==> config.mk <==
export PLATFORM = sky130hd
export DESIGN_NAME = time_setter_flat
export DESIGN_NICKNAME = d
export VERILOG_FILES = /design/src/rtl/alarm_clock_pkg.sv /design/src/rtl/time_setter_if.sv /design/src/rtl/edge_detect.sv /design/src/rtl/time_setter.sv /design/src/flat_wrapper.sv
export SDC_FILE = /design/constraint.sdc
export NUM_CORES = 1
export LEC_CHECK = 0
export CORE_MARGIN = 2
export CORE_UTILIZATION = 34
export CTS_BUF_LIST = sky130_fd_sc_hd__clkbuf_4
export CTS_CLUSTER_DIAMETER = 50
export DETAILED_ROUTE_END_ITERATION = 6
export GPL_ROUTABILITY_DRIVEN = 0
export PLACE_DENSITY = 0.65
export SLEW_MARGIN = 20
export SYNTH_ARGS = -nofsm -noshare
export SYNTH_HDL_FRONTEND = slang
export SYNTH_SLANG_ARGS = --single-unit
==> constraint.sdc <==
create_clock -name clk -period 2.5 [get_ports clk]
set_input_delay 0.75 -clock clk [delete_from_list [all_inputs] [get_ports clk]]
set_output_delay 0.75 -clock clk [all_outputs]
set_load 0.01 [all_outputs]
==> src/rtl/alarm_clock_pkg.sv <==
// Shared types and constants for the alarm clock time-setting path.
// Holds the setter FSM encoding and the per-digit BCD limits.
package alarm_clock_pkg;

   typedef enum logic [2:0] {
      IDLE,
      EDIT_HT,
      EDIT_HO,
      EDIT_MT,
      EDIT_MO,
      COMMIT
   } state_t;

   localparam logic [3:0] MAX_HT    = 4'd2;
   localparam logic [3:0] MAX_HO    = 4'd9;
   localparam logic [3:0] MAX_HO_20 = 4'd3;
   localparam logic [3:0] MAX_MT    = 4'd5;
   localparam logic [3:0] MAX_MO    = 4'd9;

   function automatic logic [3:0] bcd_inc(
      input logic [3:0] d,
      input logic [3:0] max
   );
      return (d >= max) ? 4'd0 : d + 4'd1;
   endfunction

   function automatic logic [1:0] pos_of(input state_t s);
      case (s)
         EDIT_HT: return 2'b11;
         EDIT_HO: return 2'b10;
         EDIT_MT: return 2'b01;
         default: return 2'b00;
      endcase
   endfunction

   function automatic state_t next_edit(input state_t s);
      case (s)
         EDIT_HT: return EDIT_HO;
         EDIT_HO: return EDIT_MT;
         EDIT_MT: return EDIT_MO;
         default: return EDIT_HT;
      endcase
   endfunction

endpackage

==> src/rtl/time_setter_if.sv <==
// Bundle between the user controls, the live clock and the setter.
// master drives buttons and live time; slave returns edited digits.
interface time_setter_if;

   logic       mode_setcurrent;
   logic       btn_next;
   logic       btn_inc;
   logic [3:0] cur_first;
   logic [3:0] cur_second;
   logic [3:0] cur_third;
   logic [3:0] cur_fourth;
   logic [3:0] set_first;
   logic [3:0] set_second;
   logic [3:0] set_third;
   logic [3:0] set_fourth;
   logic [1:0] edit_pos;
   logic       set_load;

   modport master (
      output mode_setcurrent, btn_next, btn_inc,
      output cur_first, cur_second, cur_third, cur_fourth,
      input  set_first, set_second, set_third, set_fourth,
      input  edit_pos, set_load
   );

   modport slave (
      input  mode_setcurrent, btn_next, btn_inc,
      input  cur_first, cur_second, cur_third, cur_fourth,
      output set_first, set_second, set_third, set_fourth,
      output edit_pos, set_load
   );

endinterface

==> src/rtl/edge_detect.sv <==
// Registered-history edge detector for already-debounced levels.
// rise/fall are valid in the cycle the level first differs.
module edge_detect (
   input  logic clk,
   input  logic rst_n,
   input  logic d,
   output logic rise,
   output logic fall
);

   logic q;

   // remember last sampled level; cleared so a high level after reset is an edge
   always_ff @(posedge clk) begin
      if (!rst_n) q <= 1'b0;
      else        q <= d;
   end

   assign rise = d & ~q;
   assign fall = ~d & q;

endmodule

==> src/rtl/time_setter.sv <==
// HH:MM time editor: tracks live time, edits one BCD digit at a time,
// and pulses set_load once when the user leaves edit mode.
module time_setter
   import alarm_clock_pkg::*;
(
   input  logic          clk,
   input  logic          rst_n,
   time_setter_if.slave  bus
);

   state_t     state;
   logic [3:0] d1, d2, d3, d4;
   logic [1:0] pos;
   logic       load;
   logic       mode_rise, mode_fall;
   logic       next_rise, next_fall;
   logic       inc_rise, inc_fall;
   logic       unused_falls;
   logic [3:0] ht_inc;

   edge_detect u_mode (
      .clk(clk), .rst_n(rst_n), .d(bus.mode_setcurrent),
      .rise(mode_rise), .fall(mode_fall)
   );
   edge_detect u_next (
      .clk(clk), .rst_n(rst_n), .d(bus.btn_next),
      .rise(next_rise), .fall(next_fall)
   );
   edge_detect u_inc (
      .clk(clk), .rst_n(rst_n), .d(bus.btn_inc),
      .rise(inc_rise), .fall(inc_fall)
   );

   assign unused_falls = next_fall ^ inc_fall;
   assign ht_inc = bcd_inc(d4, MAX_HT);

   // setter FSM: tracking, per-digit editing, one-shot commit
   always_ff @(posedge clk) begin
      if (!rst_n) begin
         state <= IDLE;
         d1    <= 4'd0;
         d2    <= 4'd0;
         d3    <= 4'd0;
         d4    <= 4'd0;
         pos   <= 2'b00;
         load  <= 1'b0;
      end else begin
         load <= 1'b0;
         unique case (state)
            IDLE: begin
               if (mode_rise) begin
                  state <= EDIT_HT;
                  pos   <= pos_of(EDIT_HT);
               end else begin
                  d1 <= bus.cur_first;
                  d2 <= bus.cur_second;
                  d3 <= bus.cur_third;
                  d4 <= bus.cur_fourth;
               end
            end
            COMMIT: begin
               state <= IDLE;
               pos   <= 2'b00;
            end
            default: begin
               if (mode_fall) begin
                  state <= COMMIT;
                  pos   <= 2'b00;
                  load  <= 1'b1;
               end else begin
                  if (inc_rise) begin
                     unique case (state)
                        EDIT_HT: begin
                           d4 <= ht_inc;
                           if (ht_inc == MAX_HT && d3 > MAX_HO_20)
                              d3 <= MAX_HO_20;
                        end
                        EDIT_HO: d3 <= bcd_inc(d3,
                           (d4 == MAX_HT) ? MAX_HO_20 : MAX_HO);
                        EDIT_MT: d2 <= bcd_inc(d2, MAX_MT);
                        EDIT_MO: d1 <= bcd_inc(d1, MAX_MO);
                        default: ;
                     endcase
                  end
                  if (next_rise) begin
                     state <= next_edit(state);
                     pos   <= pos_of(next_edit(state));
                  end
               end
            end
         endcase
      end
   end

   assign bus.set_first  = d1;
   assign bus.set_second = d2;
   assign bus.set_third  = d3;
   assign bus.set_fourth = d4;
   assign bus.edit_pos   = pos;
   assign bus.set_load   = load;

endmodule

==> src/flat_wrapper.sv <==
// flat-port wrapper written by rule: the top's interface ports become plain ports
module time_setter_flat import alarm_clock_pkg::*;
  (clk, rst_n, bus_mode_setcurrent, bus_btn_next, bus_btn_inc, bus_cur_first, bus_cur_second, bus_cur_third, bus_cur_fourth, bus_set_first, bus_set_second, bus_set_third, bus_set_fourth, bus_edit_pos, bus_set_load);
  time_setter_if bus_i ();
  input  logic clk;
  input  logic rst_n;
  input wire logic [$bits(bus_i.mode_setcurrent)-1:0] bus_mode_setcurrent;
  input wire logic [$bits(bus_i.btn_next)-1:0] bus_btn_next;
  input wire logic [$bits(bus_i.btn_inc)-1:0] bus_btn_inc;
  input wire logic [$bits(bus_i.cur_first)-1:0] bus_cur_first;
  input wire logic [$bits(bus_i.cur_second)-1:0] bus_cur_second;
  input wire logic [$bits(bus_i.cur_third)-1:0] bus_cur_third;
  input wire logic [$bits(bus_i.cur_fourth)-1:0] bus_cur_fourth;
  output wire logic [$bits(bus_i.set_first)-1:0] bus_set_first;
  output wire logic [$bits(bus_i.set_second)-1:0] bus_set_second;
  output wire logic [$bits(bus_i.set_third)-1:0] bus_set_third;
  output wire logic [$bits(bus_i.set_fourth)-1:0] bus_set_fourth;
  output wire logic [$bits(bus_i.edit_pos)-1:0] bus_edit_pos;
  output wire logic [$bits(bus_i.set_load)-1:0] bus_set_load;
  assign bus_i.mode_setcurrent = bus_mode_setcurrent;
  assign bus_i.btn_next = bus_btn_next;
  assign bus_i.btn_inc = bus_btn_inc;
  assign bus_i.cur_first = bus_cur_first;
  assign bus_i.cur_second = bus_cur_second;
  assign bus_i.cur_third = bus_cur_third;
  assign bus_i.cur_fourth = bus_cur_fourth;
  assign bus_set_first = bus_i.set_first;
  assign bus_set_second = bus_i.set_second;
  assign bus_set_third = bus_i.set_third;
  assign bus_set_fourth = bus_i.set_fourth;
  assign bus_edit_pos = bus_i.edit_pos;
  assign bus_set_load = bus_i.set_load;
  time_setter u_core (.clk(clk), .rst_n(rst_n), .bus(bus_i));
endmodule
==> metrics, run 1 <==
outcome finished clean; Critical Path RT 1.75 ns; Vias/cell 5.35; Avg Cell Area, Syn 8.00 um2; pwr/cell area 604 nW/um2; share of cells above drive strength 1 6.77%; Die Width 75.1 um; num ports 40; post-cts resize count 0; Switching Fraction 38.0%; Setup Fix Bufs, Post-CTS 0; EDFF count, synth 0; Die Y 75.1 um; vias in the first global route 1515; worst-path maximum fanout 7; GRT overflow 0; crit path cell chain clkdlybuf4s50_1; Cells after Synth 215; VDD IR max 0.421 mV; most frequent cells after synthesis dfxtp_1, a21oi_1, nand2_1, inv_1; number of core rows 25; vias 1701; Yosys top cell area share 29.1%; clock-pin slew on the worst setup and hold paths 0.14 ns; skew final 0.00466 ns; Area Growth Syn to Fin 29.0%; Routed WL per cell 13.5 um; largest net degree at the start of global routing 22; Mapped Area 1720 um2; Synth Warn # 0; Worst-Margin Slew 0.627 ns; # nets final 284; Static Leak 0.849 nW; syn nets 247; post-route setup TNS 0 ns; Worst Setup Start Kind flip-flop; Crit Path Class reg2out; CTS tree done; CTS Sinks 25; asr flop ratio synth 0%; Clk pwr share 14.0%; Initial DRC Count 79; Worst R2R Start u_core.bus.set_fourth[0]; min-delay worst type reg2reg; fin crit share 86.3%; post-synthesis mux area share 1.75%; largest family of logic cells by synthesized area compound AO/OA/AOI/OAI gates; placed cell areas 2190 um2; number of max-cap violations 0; drt pass-1 iters 4; Peak Freq 463 MHz; Psw 0.509 mW; CTS H-tree depth 1; Bufs on Longest Clock Path 2; # diodes 0; initial antenna violation count 0; Die ar. 5650 um2; Max stage delay on crit path 0.59 ns; xor/xnor share of the synthesized area 1.02%; Seq cells post-synth 25; first-pass GRT wire length 7.04 mm; clock buffer count from CTS 3; max-slew violation count 0; ranking of synthesized cells by area dfxtp_1, ha_1, a21oi_1, nand2_1, o21ai_0; Residual DRC 0; Synth Area in Compound Gates 31.4%; placed wire-length estimate 3.19 mm; Clock Root Buffer clkbuf_4; most frequent cell after synthesis dfxtp_1; drt total wl 4.31 mm; design area 2220 um2; Combinational Power Share 44.8%; core area 4790 um2; antenna-violating nets left 0; # setup viols final 0; Crit. Startpoint u_core.bus.set_third[2]; final cell count without fillers 318; simple-gate portion of the synthesized area 22.1%; Synth Flop Type dfxtp_1; Critical Path AT 1.41 ns; CP delay by family, top buffers and inverters; hold path startpoint u_core.bus.edit_pos[1]; Skew-Pair Late Insertion Delay 0.32 ns; sequential share of power 41.2%; Tot GR Track Use 16.0%; RSZ-0062 raised after global routing no; critical path's slowest cell clkdlybuf4s50_1; Tmin final 2.16 ns; area leader, netlist dfxtp_1; Final Hold Fails 0; Worst slew margin 58.2%; Placed Instances 314; Netlist cell types 53; Initial Util 35.9%; WP buf/inv 1; sequential area share after synthesis 29.1%; crit end category output port; Int Power 0.832 mW; Adder-Cell Fraction of Synth Area 8.58%; Buffers on Ports 39; hold-fix buffers at CTS 0; fill count 489
flip-flops by register name (all words and copies together) (netlist names):
signal / cells
u_core.bus.edit_pos: 2
u_core.bus.set_first: 4
u_core.bus.set_fourth: 4
u_core.bus.set_load: 1
u_core.bus.set_second: 4
u_core.bus.set_third: 4
u_core.state: 3
u_core.u_inc.q: 1
u_core.u_mode.q: 1
u_core.u_next.q: 1
final timing paths:
| kind | endpoint | slack, ns | depth (start not counted) |
|---|---|---|---|
| min reg2reg | u_core.bus.edit_pos[1] | 0.49 | 1 |
| max reg2reg | u_core.bus.set_third[2] | 0.35 | 8 |
| min | u_core.bus.edit_pos[1] | 0.49 | 1 |
| max | bus_set_third[2] | 0.34 | 1 |
layout by cell type, fill, tap and decap left out, types with 2 or more instances in the layout:
| cell | Yosys | layout |
|---|---|---|
| a311oi_1 | 2 | 2 |
| nand2_1 | 17 | 17 |
| buf_4 | 0 | 7 |
| or2_1 | 3 | 3 |
| o21ai_0 | 10 | 10 |
| xnor2_1 | 2 | 2 |
| nand3_1 | 4 | 4 |
| dfxtp_1 | 25 | 25 |
| a2111oi_0 | 5 | 5 |
| ha_1 | 11 | 11 |
| a211o_1 | 2 | 2 |
| a21oi_1 | 21 | 21 |
| o32ai_1 | 2 | 2 |
| nor3_1 | 6 | 6 |
| mux2i_1 | 3 | 3 |
| clkbuf_4 | 0 | 3 |
| inv_1 | 13 | 13 |
| nand2b_1 | 6 | 6 |
| a211oi_1 | 4 | 4 |
| nor2b_1 | 5 | 5 |
| nor2_1 | 12 | 12 |
| o21a_1 | 2 | 2 |
| a31o_1 | 3 | 3 |
| o311a_1 | 2 | 2 |
| a22oi_1 | 3 | 3 |
| o31ai_1 | 5 | 5 |
| and2_1 | 7 | 7 |
| clkdlybuf4s50_1 | 0 | 39 |
through the flow:
step                utilization, %  hold WS [ns]  setup slack [ns]  power [mW]
floorplan                        -         0.509             0.565       0.925
global placement              45.8         0.456            0.0824        1.16
detailed placement            45.8         0.458            0.0187        1.16
CTS                           46.4         0.496             0.345        1.35
global route                  46.4         0.504             0.184        1.44
finish                        46.4         0.486             0.342        1.34
area by class of cell:
type | count | area [um2] | share of cell area (%)
multi-input combinational | 163 | 1120 | 50.3
sequential | 25 | 500 | 22.5
timing repair buffer | 46 | 443 | 20.0
tap | 67 | 83.8 | 3.78
inverter | 13 | 48.8 | 2.20
clock buffer | 3 | 22.5 | 1.01
clock inverter | 1 | 5.00 | 0.225
power groups by stage:
stage / combinational (mW) / clock [mW] / sequential [mW]
3_3_place_gp: 0.594 / 0 / 0.561
4_1_cts: 0.603 / 0.193 / 0.552
5_1_grt: 0.665 / 0.210 / 0.568
3_5_place_dp: 0.601 / 0 / 0.560
2_1_floorplan: 0.375 / 0 / 0.550
6_report: 0.601 / 0.188 / 0.552
routing by layer:
metal	global-route usage, %	wire [um]	vias to the layer above
met3	3.48	221	4
met2	23.3	1800	40
met5	0	0	-
li1	-	-	870
met1	23.8	2250	787
met4	4.29	34	0
cell families after synthesis:
logic type	Yosys count
multiplexers	3
buffers and inverters	27
AO/OA/AOI/OAI	75
flip-flops	25
AND/OR/NAND/NOR	71
XOR/XNOR	2
adder cells (fa/ha/maj)	12
No activity file was read; power rests on OpenSTA's default activity.
==> inputs of run 2 (changes only) <==
GPL_TIMING_DRIVEN = 0   (was default)
MAX_ROUTING_LAYER = met4   (was default)
==> run 2 against run 1 <==
  * Critical path depth rose by 5
  * Cell area increased by 0.28%
  * Register-to-register slack gained 0.04 ns
  * Power up 1.1%
  * Via count rose by 1.9%
  * Routed wire length rose by 5.6%
  * Utilization is 0.13 points higher
  * Critical path type is now in2reg
  * Critical endpoint is now u_core.bus.set_second[0]
  * Largest power group unchanged
==> metrics, run 2 (synthesis results as in run 1) <==
CTS tree done; num ports 40; initial antenna violation count 0; # setup viols final 0; Final Power 1.36 mW; Clock Root Buffer clkbuf_4; outcome finished clean; largest net degree at the start of global routing 14; clock buffer count from CTS 3; Critical Path AT 2.52 ns; post-cts resize count 0; Tmin final 2.31 ns; Worst slew margin 50.6%; Hold WS 0.492 ns; crit path cell chain clkdlybuf4s50_1, nor2b_1, clkbuf_1, o32a_1, a2111oi_0, nor3_1; Bufs on Longest Clock Path 2; Tot GR Track Use 17.9%; clock-pin slew on the worst setup and hold paths 0.15 ns; most common cell after layout, fill and taps aside clkdlybuf4s50_1; Die Width 75.1 um; Residual DRC 0; # diodes 0; Max stage delay on crit path 0.55 ns; min-delay worst type reg2reg; Initial DRC Count 131; placed wire-length estimate 3.40 mm; CTS Sinks 25; most crowded layer after global routing met2; Initial Util 35.9%; fin crit share 92.4%; vias 1734; Routed WL per cell 14.0 um; core area 4790 um2; fin util 46.5%; Final Hold Fails 0; number of core rows 25; number of max-cap violations 0; Skew-Pair Late Insertion Delay 0.33 ns; crit end category flip-flop; RSZ-0062 raised after global routing no; Setup Fix Bufs, Post-CTS 0; vias in the first global route 1600; post-route setup TNS 0 ns; Worst Setup Start Kind primary input; Peak Freq 433 MHz; Static Leak 0.836 nW; reg2reg setup slack 0.39 ns; drt total wl 4.55 mm; met2 GRT Util 26.3%; antenna-violating nets left 0; met1 GRT Util 25.6%; worst-path maximum fanout 10; hold-fix buffers at CTS 0; first-pass GRT wire length 7.61 mm; CTS H-tree depth 1; # nets final 291; share of cells above drive strength 1 4.65%; skew final 0.0123 ns; Buffers on Ports 39; VDD IR max 0.253 mV; Crit Path Class in2reg; max-slew violation count 0; Worst-Margin Slew 0.737 ns; most frequent cells in the layout clkdlybuf4s50_1, dfxtp_1, a21oi_1, nand2_1, inv_1; Die Y 75.1 um; Area Growth Syn to Fin 29.4%; drt pass-1 iters 4; WP buf/inv 2; Vias/cell 5.34; critical path's slowest cell clkdlybuf4s50_1; pwr/cell area 609 nW/um2; placed cell areas 2190 um2; Critical Path RT 2.71 ns; met3 Track Usage GR 2.28%; design area 2230 um2; GRT overflow 0; Die ar. 5650 um2; CP delay by family, top compound AO/OA/AOI/OAI gates
==> run 2: cell types whose count changed in the layout (fill, tap and decap cells not counted) <==
cell | previous run | this run
clkbuf_1 | 0 | 12
buf_4 | 7 | 0
clkbuf_4 | 3 | 4
clkinv_2 | 1 | 0
a2111oi_1 | 0 | 1
buf_2 | 0 | 2
a2111oi_0 | 5 | 4
==> run 2: per-stage QoR <==
step / std cells / worst slack [ns]
floorplan: 215 / 0.565
global placement: 321 / -0.153
detailed placement: 321 / -0.177
CTS: 325 / 0.188
global route: 325 / 0.0457
finish: 325 / 0.189
==> run 2: worst reg2reg max path, delay by kind of cell (launching register included) <==
family / cells / cell delay [ns]
mux: 1 / 0.17
buf+inv: 1 / 0.07
fa+ha+maj: 2 / 0.44
flops: 1 / 0.45
simple gates: 1 / 0.09
compound gates: 3 / 0.85
==> run 2: final timing paths <==
kind,from,to,cells after the start
hold reg to reg,u_core.bus.edit_pos[1],u_core.bus.edit_pos[1],1
setup reg to reg,u_core.bus.set_fourth[0],u_core.bus.set_third[2],8
setup / recovery,bus_mode_setcurrent,u_core.bus.set_second[0],6
hold / removal,u_core.bus.edit_pos[1],u_core.bus.edit_pos[1],1
==> run 2: layer usage <==
layer,wire length (um),up-vias
li1,-,888
met1,2230,787
met2,2030,54
met3,239,5
met4,55,0
met5,0,-
==> run 2: layout make-up <==
class                           instances  area [um2]
Timing Repair Buffer                   39         390
Multi-Input combinational cell        163        1120
Inverter                               13        48.8
Buffer                                 14        55.1
Fill cell                             476        2560
Clock buffer                            4        30.0
Sequential cell                        25         500
Tap cell                               67        83.8
==> run 2: where the power goes <==
part	leakage (nW)	switching, mW	internal (mW)
Sequential	0.207	0.0737	0.459
Combinational	0.611	0.314	0.307
Clock	0.0184	0.128	0.0734
Total	0.836	0.516	0.840
